===== src/rtl/vga_capture_pkg.sv =====
// Shared constants, types and helpers for the VGA frame capture block.
package vga_capture_pkg;

  // Default 640x480@60 timing and capture window
  localparam int unsigned H_BP_DEF  = 144;
  localparam int unsigned V_BP_DEF  = 31;
  localparam int unsigned IMG_W_DEF = 160;
  localparam int unsigned IMG_H_DEF = 120;

  // Counter / address width and input colour depth
  localparam int unsigned CNT_W = 16;
  localparam int unsigned COL_W = 3;

  // CRC-16-CCITT
  localparam logic [15:0] CRC_POLY = 16'h1021;
  localparam logic [15:0] CRC_INIT = 16'hFFFF;

  typedef enum logic [1:0] {
    ST_IDLE    = 2'd0,
    ST_ARMED   = 2'd1,
    ST_CAPTURE = 2'd2,
    ST_DONE    = 2'd3
  } cap_state_e;

  typedef struct packed {
    logic [7:0] r;
    logic [7:0] g;
    logic [7:0] b;
  } rgb888_t;

  // Widen a 3-bit channel to 8 bits by bit replication
  function automatic logic [7:0] expand3(input logic [COL_W-1:0] c);
    return {c, c, c[2:1]};
  endfunction

  // Advance a CRC-16-CCITT over one 24-bit word, MSB first
  function automatic logic [15:0] crc16_upd(input logic [15:0] crc_in, input logic [23:0] data);
    logic [15:0] c;
    c = crc_in;
    for (int i = 23; i >= 0; i--) begin
      if (c[15] ^ data[i]) c = 16'(c << 1) ^ CRC_POLY;
      else                 c = 16'(c << 1);
    end
    return c;
  endfunction

endpackage


===== src/rtl/vga_sync_tracker.sv =====
// Registers the VGA syncs, flags their falling edges and keeps pixel/line counters.
module vga_sync_tracker
  import vga_capture_pkg::*;
(
  input  logic             clk,
  input  logic             rst,
  input  logic             hsync,
  input  logic             vsync,
  input  logic             pix_en,
  output logic             vs_fall_c,
  output logic [CNT_W-1:0] hcnt,
  output logic [CNT_W-1:0] vcnt
);

  logic             hsync_q, hsync_d;
  logic             hsync_prev_q, hsync_prev_d;
  logic             vsync_q, vsync_d;
  logic             vsync_prev_q, vsync_prev_d;
  logic [CNT_W-1:0] hcnt_q, hcnt_d;
  logic [CNT_W-1:0] vcnt_q, vcnt_d;
  logic             hs_fall_c;

  // Edges are taken between the registered copy and its previous value
  assign hs_fall_c = hsync_prev_q & ~hsync_q;
  assign vs_fall_c = vsync_prev_q & ~vsync_q;

  // Next-state for sync pipeline and counters; clear has priority over count
  always_comb begin
    hsync_d      = hsync;
    vsync_d      = vsync;
    hsync_prev_d = hsync_q;
    vsync_prev_d = vsync_q;
    hcnt_d       = hcnt_q;
    vcnt_d       = vcnt_q;
    if (hs_fall_c)   hcnt_d = '0;
    else if (pix_en) hcnt_d = hcnt_q + CNT_W'(1);
    if (vs_fall_c)      vcnt_d = '0;
    else if (hs_fall_c) vcnt_d = vcnt_q + CNT_W'(1);
  end

  // State registers
  always_ff @(posedge clk or posedge rst) begin
    if (rst) begin
      hsync_q      <= 1'b0;
      hsync_prev_q <= 1'b0;
      vsync_q      <= 1'b0;
      vsync_prev_q <= 1'b0;
      hcnt_q       <= '0;
      vcnt_q       <= '0;
    end else begin
      hsync_q      <= hsync_d;
      hsync_prev_q <= hsync_prev_d;
      vsync_q      <= vsync_d;
      vsync_prev_q <= vsync_prev_d;
      hcnt_q       <= hcnt_d;
      vcnt_q       <= vcnt_d;
    end
  end

  assign hcnt = hcnt_q;
  assign vcnt = vcnt_q;

endmodule


===== src/rtl/vga_frame_capture.sv =====
// Captures one windowed VGA frame per arm request into a frame buffer.
// Optional: define CAPTURE_CRC_EN to add a running CRC-16-CCITT over written pixels.
module vga_frame_capture
  import vga_capture_pkg::*;
#(
  parameter int unsigned H_BP  = H_BP_DEF,
  parameter int unsigned V_BP  = V_BP_DEF,
  parameter int unsigned X0    = 0,
  parameter int unsigned Y0    = 0,
  parameter int unsigned IMG_W = IMG_W_DEF,
  parameter int unsigned IMG_H = IMG_H_DEF
) (
  input  logic             clk,
  input  logic             rst,
  input  logic             hsync,
  input  logic             vsync,
  input  logic             pix_en,
  input  logic [COL_W-1:0] red,
  input  logic [COL_W-1:0] green,
  input  logic [COL_W-1:0] blue,
  input  logic             arm,
  output logic             wr_en,
  output logic [15:0]      wr_addr,
  output logic [23:0]      wr_data,
  output logic             busy,
  output logic             done,
  output logic             frame_err,
  output logic [15:0]      crc
);

  localparam int unsigned      NPIX     = IMG_W * IMG_H;
  localparam logic [CNT_W-1:0] H_LO     = CNT_W'(H_BP + X0);
  localparam logic [CNT_W-1:0] H_HI     = CNT_W'(H_BP + X0 + IMG_W);
  localparam logic [CNT_W-1:0] V_LO     = CNT_W'(V_BP + Y0);
  localparam logic [CNT_W-1:0] V_HI     = CNT_W'(V_BP + Y0 + IMG_H);
  localparam logic [CNT_W-1:0] LAST_IDX = CNT_W'(NPIX - 1);

  logic             vs_fall_c;
  logic [CNT_W-1:0] hcnt;
  logic [CNT_W-1:0] vcnt;
  logic             in_win_c;

  cap_state_e       state_q, state_d;
  logic [CNT_W-1:0] wcnt_q, wcnt_d;
  logic             wr_en_q, wr_en_d;
  logic [15:0]      wr_addr_q, wr_addr_d;
  rgb888_t          wr_data_q, wr_data_d;
  logic             busy_q, busy_d;
  logic             done_q, done_d;
  logic             frame_err_q, frame_err_d;

  vga_sync_tracker u_sync (
    .clk       (clk),
    .rst       (rst),
    .hsync     (hsync),
    .vsync     (vsync),
    .pix_en    (pix_en),
    .vs_fall_c (vs_fall_c),
    .hcnt      (hcnt),
    .vcnt      (vcnt)
  );

  // Current pixel lies inside the capture window
  assign in_win_c = pix_en && (hcnt >= H_LO) && (hcnt < H_HI) &&
                    (vcnt >= V_LO) && (vcnt < V_HI);

  // Capture FSM next-state and registered-output values
  always_comb begin
    state_d     = state_q;
    wcnt_d      = wcnt_q;
    wr_en_d     = 1'b0;
    wr_addr_d   = wr_addr_q;
    wr_data_d   = wr_data_q;
    frame_err_d = frame_err_q;
    case (state_q)
      ST_IDLE: begin
        // A coinciding vsync fall is deliberately not acted on here
        if (arm) begin
          state_d     = ST_ARMED;
          frame_err_d = 1'b0;
        end
      end
      ST_ARMED: begin
        if (vs_fall_c) begin
          state_d = ST_CAPTURE;
          wcnt_d  = '0;
        end
      end
      ST_CAPTURE: begin
        if (vs_fall_c) begin
          state_d     = ST_IDLE;
          frame_err_d = 1'b1;
        end else if (in_win_c) begin
          wr_en_d   = 1'b1;
          wr_addr_d = 16'(wcnt_q);
          wr_data_d = '{r: expand3(red), g: expand3(green), b: expand3(blue)};
          wcnt_d    = wcnt_q + CNT_W'(1);
          if (wcnt_q == LAST_IDX) state_d = ST_DONE;
        end
      end
      ST_DONE: begin
        if (arm) begin
          state_d     = ST_ARMED;
          frame_err_d = 1'b0;
        end
      end
      default: state_d = ST_IDLE;
    endcase
    busy_d = (state_d == ST_ARMED) || (state_d == ST_CAPTURE);
    done_d = (state_d == ST_DONE);
  end

  // FSM and output registers
  always_ff @(posedge clk or posedge rst) begin
    if (rst) begin
      state_q     <= ST_IDLE;
      wcnt_q      <= '0;
      wr_en_q     <= 1'b0;
      wr_addr_q   <= '0;
      wr_data_q   <= '0;
      busy_q      <= 1'b0;
      done_q      <= 1'b0;
      frame_err_q <= 1'b0;
    end else begin
      state_q     <= state_d;
      wcnt_q      <= wcnt_d;
      wr_en_q     <= wr_en_d;
      wr_addr_q   <= wr_addr_d;
      wr_data_q   <= wr_data_d;
      busy_q      <= busy_d;
      done_q      <= done_d;
      frame_err_q <= frame_err_d;
    end
  end

  assign wr_en     = wr_en_q;
  assign wr_addr   = wr_addr_q;
  assign wr_data   = wr_data_q;
  assign busy      = busy_q;
  assign done      = done_q;
  assign frame_err = frame_err_q;

`ifdef CAPTURE_CRC_EN
  logic [15:0] crc_q, crc_d;

  // Seed at capture start, fold in every written pixel, hold otherwise
  always_comb begin
    crc_d = crc_q;
    if ((state_q == ST_ARMED) && vs_fall_c) crc_d = CRC_INIT;
    else if (wr_en_d)                        crc_d = crc16_upd(crc_q, wr_data_d);
  end

  // CRC register
  always_ff @(posedge clk or posedge rst) begin
    if (rst) crc_q <= 16'h0000;
    else     crc_q <= crc_d;
  end

  assign crc = crc_q;
`else
  assign crc = 16'h0000;
`endif

endmodule


===== config.mk =====
export PLATFORM = sky130hd
export DESIGN_NAME = vga_frame_capture
export DESIGN_NICKNAME = d
export VERILOG_FILES = /design/src/rtl/vga_capture_pkg.sv /design/src/rtl/vga_sync_tracker.sv /design/src/rtl/vga_frame_capture.sv
export SDC_FILE = /design/constraint.sdc
export NUM_CORES = 1
export LEC_CHECK = 0
export ABC_AREA = 0
export ABC_CLOCK_PERIOD_IN_PS = 2700
export BUFFER_PORTS_ARGS = -buffer_cell sky130_fd_sc_hd__buf_2
export CAP_MARGIN = 15
export CORE_ASPECT_RATIO = 1.2
export CORE_MARGIN = 3
export CORE_UTILIZATION = 45
export DETAILED_ROUTE_END_ITERATION = 10
export GPL_ROUTABILITY_DRIVEN = 0
export PLACE_DENSITY = 0.67
export SETUP_SLACK_MARGIN = 0.02
export SLEW_MARGIN = 20
export SYNTH_ARGS = -nofsm -noshare
export SYNTH_HDL_FRONTEND = slang
export SYNTH_SLANG_ARGS = --single-unit
export TNS_END_PERCENT = 1

===== constraint.sdc =====
create_clock -name clk -period 2.7 [get_ports clk]
set_input_delay 0.27 -clock clk [delete_from_list [all_inputs] [get_ports clk]]
set_output_delay 0.27 -clock clk [all_outputs]
set_load 0.01 [all_outputs]

==> flow_summary.json <==
{
  "ys_top_cells_by_area": "dfrtp_1 50%, nand2_1 9.0%, buf_4 5.6%",
  "fin_ws_ns": 0.1676,
  "yosys_warnings": 0,
  "yosysUniqueCellTypes": 41,
  "grt_first_pass_wirelength_um": 13460,
  "relSlewSlack": 0.5322,
  "critPathKind": "flop to flop",
  "synth_ff_type": "dfrtp_1",
  "worstRegToRegCells": 6,
  "clkPwrFrac": 0.357,
  "cts_tree": "yes",
  "worstSkewPairLatency_ns": 0.35,
  "clock-sinks": 83,
  "cpLargestDelayFamily": "simple AND/OR/NAND/NOR gates",
  "synth_top_area_share": 0.4980,
  "violations": "hold timing",
  "cts_htree_levels": 3,
  "use_met3": 0.03176,
  "grt.total_usage": 0.1561,
  "crit_fanout": 6,
  "vias": 3135,
  "core-area_sq_mm": 0.008796,
  "grt-busiest-layer": "met2",
  "pre_cts_ws_ns": 0.1088,
  "max_cap_violations": 0,
  "drc": 0,
  "worst_pin_slew_ns": 0.7010,
  "grt_pass1_vias": 2959,
  "netlist_area_sq_mm": 0.004170,
  "die_h_um": 111.5,
  "pin_count": 75,
  "combPwrFrac": 0.139,
  "grt_max_degree": 52,
  "crit_path_cell_trace": "or4_4 -> a211oi_4 -> nand4_1 -> or3_4 -> a31oi_1 -> ha_1",
  "tns_ns": 0,
  "cp_num_buf_inv": 0,
  "postRouteWirelength_um": 7831,
  "critPathCaptureType": "flop",
  "use_met2": 0.2629,
  "dr.first_iter.drc_count": 121,
  "slowest_stage": "or4_4",
  "dp.cells": 600,
  "synth_edf_count": 0,
  "synth.avg_cell_area_sq_um": 9.309,
  "ir_worst_vdd_mv": 0.2918,
  "status": "finished, violations left",
  "power_density_mw_per_mm2": 581.0,
  "synth-seq-cells": 83,
  "drtAntennaViolNets": 0,
  "drive_above_1_share": 0.1836,
  "critPathArrivalTime_ns": 2.78,
  "required_ns": 2.95,
  "numCtsBuffers": 9,
  "post-synth-top-count-cell": "nand2_1",
  "dp_hpwl_um": 5457,
  "final_hold_viol_count": 3,
  "grt_setup_unrepaired": "false",
  "use_met1": 0.1956,
  "die_area_sq_mm": 0.01046,
  "antenna_cells": 0,
  "antenna_found_initial": 0,
  "vias_per_cell": 5.073,
  "dr.pass1.iters": 4,
  "crit_cells": 6,
  "cts_root_buffer": "clkbuf_8",
  "cts_hold_buf": 0,
  "p_switching_mw": 0.7338,
  "path_clk_slew_ns": 0.09,
  "stdcell_count": 618,
  "start_util": 0.4741,
  "seq_area_frac_synth": 0.4980,
  "fin_crit_ns": 2.532,
  "fin_nets": 519,
  "area_delta_synth_final_pct": 12.36,
  "finalCritPeriodShare": 0.9379,
  "critPathLaunchType": "flop",
  "wl_per_cell_um": 12.67,
  "fmax_mhz": 394.9,
  "hp-class": "input port to asynchronous set/reset pin",
  "power.internal_mw": 1.989,
  "power.leakage_nw": 2.300,
  "swShare": 0.2696,
  "ys_top_cells_by_count": "100 x nand2_1, 83 x dfrtp_1, 33 x nor2_1, 31 x buf_4, 20 x or3_1",
  "async_flop_share": 1.000,
  "drv_slew": 0,
  "sequentialPowerShare": 0.504,
  "io_buffers": 58,
  "setup_viol": 0,
  "yosys.area.top_type": "dfrtp_1",
  "worst_clock_skew_ns": 0.01046,
  "holdWs_ns": -0.002568,
  "slowest_delay_ns": 0.58,
  "clock_path_buffers": 2,
  "die_x_um": 93.88,
  "grt-ovfl-total": 0,
  "floorplan.rows": 37,
  "syn_inst": 448
}
what timing repair did:
item / CTS / global route
gates resized for setup: 0 / 1
setup buffers: 0 / 2
setup endpoints to repair: 0 / 1
area by class of cell:
| cell class | count | area (sq um) |
|---|---|---|
| clock buffers | 10 | 127.6 |
| clock inverters | 6 | 90.09 |
| fillers | 846 | 4110 |
| inverters | 13 | 50.05 |
| multi-input cells | 321 | 1804 |
| flip-flops and latches | 83 | 2077 |
| well taps | 117 | 146.4 |
| repair buffers | 68 | 390.4 |
flip-flops by register name (all words and copies together), names as in the netlist:
signal / count
u_sync.hcnt: 16
u_sync.vcnt: 16
wcnt_q: 16
wr_addr: 16
wr_data: 9
state_q: 2
busy: 1
done: 1
frame_err: 1
u_sync.hsync_prev_d: 1
u_sync.hsync_prev_q: 1
u_sync.vsync_prev_d: 1
u_sync.vsync_prev_q: 1
wr_en: 1
worst reg2reg max path, cell delays in order (launching register included):
cell	delay [ns]
dfrtp_1	0.44
or4_4	0.58
a211oi_4	0.30
nand4_1	0.19
or3_4	0.42
a31oi_1	0.24
ha_1	0.26
power by group through the flow:
stage          registers [mW]  logic (mW)  clock network, mW
5_1_grt                  1.38       0.435               1.05
2_1_floorplan            1.40       0.276                  0
3_3_place_gp             1.39       0.372                  0
6_report                 1.37       0.378              0.971
3_5_place_dp             1.40       0.382                  0
4_1_cts                  1.37       0.386               1.01
routing by layer:
metal	wire, um	up-vias
met5	0	-
met4	119	0
met3	340	10
met2	3934	59
met1	3437	1496
li1	-	1570
metrics by stage:
stage / area, sq um / util / power (mW)
2_1_floorplan: 4227 / - / 1.671
3_3_place_gp: 4448 / 0.5057 / 1.766
3_5_place_dp: 4448 / 0.5057 / 1.782
4_1_cts: 4666 / 0.5304 / 2.770
5_1_grt: 4686 / 0.5327 / 2.871
6_report: 4686 / 0.5327 / 2.722
path summary, 6_finish.rpt:
kind	from	endpoint	slack [ns]
setup / recovery	u_sync.vcnt[11]	busy	0.17
hold / removal	rst	wr_addr[13]	-0.003
setup reg to reg	u_sync.vcnt[11]	busy	0.17
hold reg to reg	u_sync.hsync_prev_d	u_sync.hsync_prev_q	0.40
max in group asynchronous	rst	wcnt_q[0]	2.03
min in group clk	hsync	u_sync.hsync_prev_d	0.02
cell families after synthesis:
group           Yosys count  share of synthesized area
mux                       3                   0.007201
flops                    83                     0.4980
compound gates           52                    0.08101
simple gates            216                     0.2502
buf+inv                  59                    0.08401
xor+xnor                 26                    0.05461
fa+ha+maj                 8                    0.02400
other cells               1                  0.0008992
cells in the final DEF (no fill, tap or decap), types with 2 or more instances in the layout:
cell       instances
nand2_1          100
nand4_1           10
clkinv_2           2
clkinv_4           2
a21oi_1           17
inv_1             12
nand2b_1           4
and2_1             2
nor2_1            33
nor2b_1            3
xnor2_1           13
a31oi_1            2
buf_12             2
and3_1             3
nand4b_1           2
buf_2             58
ha_1               8
nor4_1             5
clkbuf_8           9
o21ai_0           18
conb_1            16
nor4b_1            2
nand3_1           12
or4_1              3
o211ai_1           6
or3_1             19
mux2i_1            3
dfrtp_1           83
o32ai_1            2
buf_4              8
nor3_1             7
o31ai_1            4
and4_1             4
bufinv_16          2
or2_2              2
xor2_1            13
(Power assumes the default switching activity.)
